<file path="src/rtl/muldiv_seq_if.sv">
// Request/response bundle between the control FSM and the sequential
// multiply/divide unit that owns HI/LO.
interface muldiv_seq_if #(
    parameter int WIDTH = 32
);
    logic             start;
    logic [1:0]       op;
    logic [WIDTH-1:0] a;
    logic [WIDTH-1:0] b;
    logic             abort;
    logic             hi_we;
    logic             lo_we;
    logic [WIDTH-1:0] wdata;
    logic             busy;
    logic             done;
    logic             div_by_zero;
    logic [WIDTH-1:0] hi;
    logic [WIDTH-1:0] lo;

    modport master (
        output start, op, a, b, abort, hi_we, lo_we, wdata,
        input  busy, done, div_by_zero, hi, lo
    );

    modport slave (
        input  start, op, a, b, abort, hi_we, lo_we, wdata,
        output busy, done, div_by_zero, hi, lo
    );
endinterface

</file>
<file path="src/rtl/muldiv_seq.sv">
// Radix-2 sequential MULT/MULTU/DIV/DIVU unit owning the HI/LO pair.
// Optional MULDIV_EARLY_OUT_EN: multiplies stop once remaining multiplier bits are zero.
module muldiv_seq #(
    parameter int WIDTH = 32
) (
    input  logic        clk,
    input  logic        reset,
    muldiv_seq_if.slave bus
);
    localparam int CW = $clog2(WIDTH + 1);

    typedef enum logic [1:0] {IDLE, CALC, FIX} state_t;

    state_t             state_q, state_d;
    logic               is_div_q, neg_q, neg_r, dbz_q;
    logic [WIDTH-1:0]   mb_q;
    logic [2*WIDTH-1:0] acc, mcand;
    logic [CW-1:0]      cnt;
    logic [WIDTH-1:0]   hi_q, lo_q;
    logic               done_q, dbz_out;

    logic               sa, sb, div_zero_req, last_iter;
    logic [WIDTH-1:0]   mag_a, mag_b;
    logic [WIDTH:0]     rem_sh, diff;
    logic [2*WIDTH-1:0] prod;
    logic [WIDTH-1:0]   quo, rem, res_hi, res_lo;

    // Signed ops run on magnitudes; signs are re-applied in FIX
    assign sa           = ~bus.op[0] & bus.a[WIDTH-1];
    assign sb           = ~bus.op[0] & bus.b[WIDTH-1];
    assign mag_a        = sa ? -bus.a : bus.a;
    assign mag_b        = sb ? -bus.b : bus.b;
    assign div_zero_req = bus.op[1] & (bus.b == '0);

    // Restoring divide: acc = {remainder, dividend/quotient}
    assign rem_sh = {acc[2*WIDTH-1:WIDTH], acc[WIDTH-1]};
    assign diff   = rem_sh - {1'b0, mb_q};

    always_comb begin
        last_iter = (cnt == CW'(1));
`ifdef MULDIV_EARLY_OUT_EN
        if (!is_div_q && mb_q[WIDTH-1:1] == '0)
            last_iter = 1'b1;
`endif
    end

    always_ff @(posedge clk or negedge reset) begin
        if (!reset) state_q <= IDLE;
        else        state_q <= state_d;
    end

    always_comb begin
        state_d = state_q;
        case (state_q)
            IDLE: if (bus.start && !bus.abort) state_d = div_zero_req ? FIX : CALC;
            CALC: begin
                if (bus.abort)      state_d = IDLE;
                else if (last_iter) state_d = FIX;
            end
            FIX:     state_d = IDLE;
            default: state_d = IDLE;
        endcase
    end

    always_comb begin
        prod = neg_q ? -acc : acc;
        quo  = neg_q ? -acc[WIDTH-1:0] : acc[WIDTH-1:0];
        rem  = neg_r ? -acc[2*WIDTH-1:WIDTH] : acc[2*WIDTH-1:WIDTH];
        if (dbz_q)         {res_hi, res_lo} = acc;
        else if (is_div_q) {res_hi, res_lo} = {rem, quo};
        else               {res_hi, res_lo} = prod;
    end

    always_ff @(posedge clk or negedge reset) begin
        if (!reset) begin
            is_div_q <= 1'b0;
            neg_q    <= 1'b0;
            neg_r    <= 1'b0;
            dbz_q    <= 1'b0;
            mb_q     <= '0;
            acc      <= '0;
            mcand    <= '0;
            cnt      <= '0;
            hi_q     <= '0;
            lo_q     <= '0;
            done_q   <= 1'b0;
            dbz_out  <= 1'b0;
        end else begin
            done_q  <= 1'b0;
            dbz_out <= 1'b0;
            if (bus.hi_we) hi_q <= bus.wdata;
            if (bus.lo_we) lo_q <= bus.wdata;
            case (state_q)
                IDLE: if (bus.start && !bus.abort) begin
                    is_div_q <= bus.op[1];
                    neg_q    <= sa ^ sb;
                    neg_r    <= bus.op[1] & sa;
                    dbz_q    <= div_zero_req;
                    mb_q     <= mag_b;
                    mcand    <= {{WIDTH{1'b0}}, mag_a};
                    cnt      <= CW'(WIDTH);
                    if (div_zero_req)   acc <= {bus.a, {WIDTH{1'b1}}};
                    else if (bus.op[1]) acc <= {{WIDTH{1'b0}}, mag_a};
                    else                acc <= '0;
                end
                CALC: if (!bus.abort) begin
                    cnt <= cnt - CW'(1);
                    if (is_div_q) begin
                        if (!diff[WIDTH]) acc <= {diff[WIDTH-1:0], acc[WIDTH-2:0], 1'b1};
                        else              acc <= {rem_sh[WIDTH-1:0], acc[WIDTH-2:0], 1'b0};
                    end else begin
                        if (mb_q[0]) acc <= acc + mcand;
                        mcand <= mcand << 1;
                        mb_q  <= mb_q >> 1;
                    end
                end
                // Result write is last so it overrides a same-edge MTHI/MTLO
                FIX: if (!bus.abort) begin
                    hi_q    <= res_hi;
                    lo_q    <= res_lo;
                    done_q  <= 1'b1;
                    dbz_out <= dbz_q;
                end
                default: ;
            endcase
        end
    end

    assign bus.busy        = (state_q != IDLE);
    assign bus.done        = done_q;
    assign bus.div_by_zero = dbz_out;
    assign bus.hi          = hi_q;
    assign bus.lo          = lo_q;
endmodule

</file>
<file path="src/flat_wrapper.sv">
// flat-port wrapper written by rule: the top's interface ports become plain ports
module muldiv_seq_flat 
#(
    parameter int WIDTH = 32
)
  (clk, reset, bus_start, bus_op, bus_a, bus_b, bus_abort, bus_hi_we, bus_lo_we, bus_wdata, bus_busy, bus_done, bus_div_by_zero, bus_hi, bus_lo);
  muldiv_seq_if #(.WIDTH(WIDTH)) bus_i ();
  input  logic clk;
  input  logic reset;
  input wire logic [$bits(bus_i.start)-1:0] bus_start;
  input wire logic [$bits(bus_i.op)-1:0] bus_op;
  input wire logic [$bits(bus_i.a)-1:0] bus_a;
  input wire logic [$bits(bus_i.b)-1:0] bus_b;
  input wire logic [$bits(bus_i.abort)-1:0] bus_abort;
  input wire logic [$bits(bus_i.hi_we)-1:0] bus_hi_we;
  input wire logic [$bits(bus_i.lo_we)-1:0] bus_lo_we;
  input wire logic [$bits(bus_i.wdata)-1:0] bus_wdata;
  output wire logic [$bits(bus_i.busy)-1:0] bus_busy;
  output wire logic [$bits(bus_i.done)-1:0] bus_done;
  output wire logic [$bits(bus_i.div_by_zero)-1:0] bus_div_by_zero;
  output wire logic [$bits(bus_i.hi)-1:0] bus_hi;
  output wire logic [$bits(bus_i.lo)-1:0] bus_lo;
  assign bus_i.start = bus_start;
  assign bus_i.op = bus_op;
  assign bus_i.a = bus_a;
  assign bus_i.b = bus_b;
  assign bus_i.abort = bus_abort;
  assign bus_i.hi_we = bus_hi_we;
  assign bus_i.lo_we = bus_lo_we;
  assign bus_i.wdata = bus_wdata;
  assign bus_busy = bus_i.busy;
  assign bus_done = bus_i.done;
  assign bus_div_by_zero = bus_i.div_by_zero;
  assign bus_hi = bus_i.hi;
  assign bus_lo = bus_i.lo;
  muldiv_seq #(.WIDTH(WIDTH)) u_core (.clk(clk), .reset(reset), .bus(bus_i));
endmodule
</file>
<file path="config.mk">
export PLATFORM = sky130hd
export DESIGN_NAME = muldiv_seq_flat
export DESIGN_NICKNAME = d
export VERILOG_FILES = /design/src/rtl/muldiv_seq_if.sv /design/src/rtl/muldiv_seq.sv /design/src/flat_wrapper.sv
export SDC_FILE = /design/constraint.sdc
export NUM_CORES = 1
export LEC_CHECK = 0
export CORE_MARGIN = 4
export CORE_UTILIZATION = 54
export DETAILED_ROUTE_END_ITERATION = 6
export GPL_TIMING_DRIVEN = 0
export PLACE_DENSITY = 0.88
export SYNTH_ARGS = -nofsm -noshare
export SYNTH_HDL_FRONTEND = slang
export SYNTH_SLANG_ARGS = --single-unit
</file>
<file path="constraint.sdc">
create_clock -name clk -period 3 [get_ports clk]
set_input_delay 0.9 -clock clk [delete_from_list [all_inputs] [get_ports clk]]
set_output_delay 0.9 -clock clk [all_outputs]
set_load 0.01 [all_outputs]
</file>
==> impl_metrics.json <==
{
  "cpMaxStageDelayCell": "dfrtp_2",
  "end_kind": "flop",
  "grt_pass1_wl_um": 136000,
  "yosysSeqAreaShare_pct": 29.6,
  "p_sw_share_pct": 49.9,
  "grt_overflow": 0,
  "path_max_fanout": 5,
  "die_x_um": 201,
  "path_delay_family": "compound AO/OA/AOI/OAI gates",
  "crit_path_max_incr_delay_ns": 0.50,
  "grt_max_degree": 100,
  "fin_skew_ns": 0.0198,
  "die_area_um2": 40400,
  "setup_viol": 76,
  "rsz0062_at_grt": "yes",
  "synth_nets": 2789,
  "pwr-share-seq_pct": 19.3,
  "num-nets-final": 3147,
  "synthCells": 2582,
  "whs_ns": 0.223,
  "drt_first_pass_iters": 6,
  "vias_per_cell": 6.85,
  "ant_nets": 0,
  "worst-path-buf-inv": 1,
  "power_density_nw_per_um2": 1150,
  "status": "complete, but fails checks",
  "worst_slack_ns": -0.516,
  "place_ws_ns": -1.74,
  "tns_ns": -16.02,
  "cts_hold_buf": 0,
  "vdd_drop_max_uv": 786,
  "clkTransAtPathRegs_ns": 0.07,
  "min_period_over_period_pct": 117,
  "worst_pin_slew_ns": 1.11,
  "drv_slew": 0,
  "fmaxAchievable_mhz": 284,
  "clk_latency_ns": 0.60,
  "fin_crit_ns": 3.52,
  "cpMostUsedCell": "a21o_1",
  "clock_path_buffers": 3,
  "worstPathRequired_ns": 3.48,
  "stdcell_area_um2": 27700,
  "reg2reg_from": "u_core.acc[36]",
  "worstPathArrival_ns": 4.00,
  "avgRoutedWirePerCell_um": 27.6,
  "power_frac_clock_pct": 12.4,
  "hold_viol": 0,
  "cts.sinks": 238,
  "synth_area_um2": 20100,
  "area_growth_pct": 38.0,
  "p_comb_share_pct": 68.3,
  "maxCapViolCount": 0,
  "cts_made_buffers": 30,
  "relSlewSlack_pct": 25.8,
  "p_sw_mw": 16.0,
  "hold_path_class": "in2async",
  "vias": 23508,
  "wirelength_um": 94900,
  "yosysUniqueCellTypes": 82,
  "async_flop_share_pct": 100,
  "finalWeightedCongestion": 1.12,
  "avgSynthCellArea_um2": 7.78,
  "ys_ff_latch": 238,
  "path_cells": "ha_4 -> buf_4 -> a21o_1 -> a21o_1 -> a21oi_1 -> a21boi_1 -> o21a_1 -> o21ai_0 -> o21bai_4 -> a41oi_2 -> xor2_2 -> mux2i_1 -> a2111oi_1",
  "die_h_um": 201,
  "ys.flop_type": "dfrtp_1",
  "placementRows": 70,
  "layout-drive-gt1-share_pct": 23.4,
  "fin_util_pct": 75.6,
  "hpwl_um": 67800,
  "drtIter0Drc": 3099,
  "io_buffers": 167,
  "dpl_cell_area_um2": 22700,
  "core_um2": 36700,
  "fillCellCount": 2640,
  "cts_tree": "built",
  "start_kind": "flop",
  "drcViolationCount": 0,
  "r2r_cells": 13,
  "boundaryPins": 171,
  "violations": "negative setup slack",
  "p_leak_nw": 11.6,
  "synth_edf_count": 0,
  "internal_power_mw": 16.0,
  "grt_usage_pct": 43.3,
  "rrSetupSlack_ns": -0.52,
  "worstSetupPathType": "reg2reg",
  "yosys_warnings": 0,
  "grt_pass1_vias": 22078,
  "clock-root-buffer": "clkbuf_16",
  "start_util_pct": 54.8,
  "antenna_found_initial": 1,
  "htree_num_levels": 1,
  "reg2reg_to": "u_core.acc[63]"
}
-- state kept, by name, indices dropped and copies added, names as in the netlist, 2 cells and up --
name	cells
u_core.acc	64
u_core.mcand	64
u_core.bus.hi	32
u_core.bus.lo	32
u_core.mb_q	32
u_core.cnt	6
u_core.state_q	2
-- power groups by stage --
stage	Sequential (mW)	Clock (mW)	Combinational, mW
5_1_grt	6.12	4.08	22.7
4_1_cts	5.96	3.94	17.9
3_5_place_dp	5.94	0	14.5
3_3_place_gp	5.91	0	14.3
6_report	6.16	3.97	21.8
2_1_floorplan	5.06	0	10.1
-- final cells by class --
| type | count | area [µm²] | area share, % |
|---|---|---|---|
| inverters | 73 | 288 | 1.04 |
| multi-input cells | 2111 | 15700 | 56.7 |
| repair buffers | 351 | 3370 | 12.1 |
| plain buffers | 135 | 679 | 2.45 |
| well taps | 468 | 586 | 2.11 |
| clock inverters | 15 | 214 | 0.771 |
| clock buffers | 39 | 846 | 3.05 |
| flip-flops and latches | 238 | 6030 | 21.7 |
| diodes | 1 | 2.50 | 0.00902 |
-- cell families after synthesis --
family | share of synthesized area (%)
AO/OA/AOI/OAI | 27.0
XOR/XNOR | 8.97
adder cells (fa/ha/maj) | 6.49
buffers and inverters | 4.45
flip-flops | 29.6
multiplexers | 4.58
AND/OR/NAND/NOR | 18.9
-- per-stage QoR --
step	power, mW	instances
finish	32.0	3431
global route	32.9	3430
CTS	27.9	3354
detailed placement	20.4	3219
global placement	20.2	3217
floorplan	15.2	2582
-- synthesized netlist by cell type, types with 32 or more instances --
cell / instances / area, µm²
dfrtp_1: 238 / 5960
o31ai_1: 38 / 285
xor2_1: 90 / 788
ha_1: 101 / 1260
nor2_1: 225 / 845
nand4_1: 32 / 200
nor2b_1: 42 / 263
mux2i_1: 83 / 831
xnor2_1: 114 / 998
clkbuf_1: 134 / 503
a22o_1: 32 / 280
a21oi_1: 282 / 1410
o21ai_0: 259 / 1300
nand3_1: 33 / 165
a211oi_1: 35 / 263
inv_1: 73 / 274
nor3_1: 48 / 240
nand2_1: 316 / 1190
a21o_1: 52 / 390
-- layer usage --
layer / part of all wire [%] / up-vias / track usage (%)
li1: - / 10031 / -
met1: 37 / 11163 / 55.5
met2: 42 / 1799 / 65.1
met3: 14 / 515 / 13.7
met4: 7.2 / 0 / 23.5
met5: 0 / - / 0
-- worst max-delay path by stage --
stage,cells past startpoint,slack (ns),from,end
after floorplan,9,-0.38,bus_a[3],u_core.acc[30]
after global placement,1,-9.04,reset,u_core.mcand[55]
after detailed placement,8,-1.74,bus_abort,u_core.mb_q[28]
after CTS,13,-0.36,u_core.acc[0],u_core.acc[58]
after global routing,16,-0.53,u_core.mcand[0],u_core.acc[40]
final,13,-0.52,u_core.acc[36],u_core.acc[63]
-- timing repair --
item	CTS	global route
pin swaps	136	140
resized for setup	453	290
cloned	4	3
endpoints found under the setup margin	200	136
setup buffers	101	79
-- cell usage in the layout (no fill, tap or decap), drive strengths merged, types with 72 or more instances in the layout --
cell type      instances
a21oi                284
buf                  216
clkbuf               153
clkdlybuf4s50        130
dfrtp                238
ha                   101
inv                   72
mux2i                 83
nand2                318
nor2                 226
o21ai                265
xnor2                115
xor2                  90
Note: power is estimated with default switching activity, not from simulation.
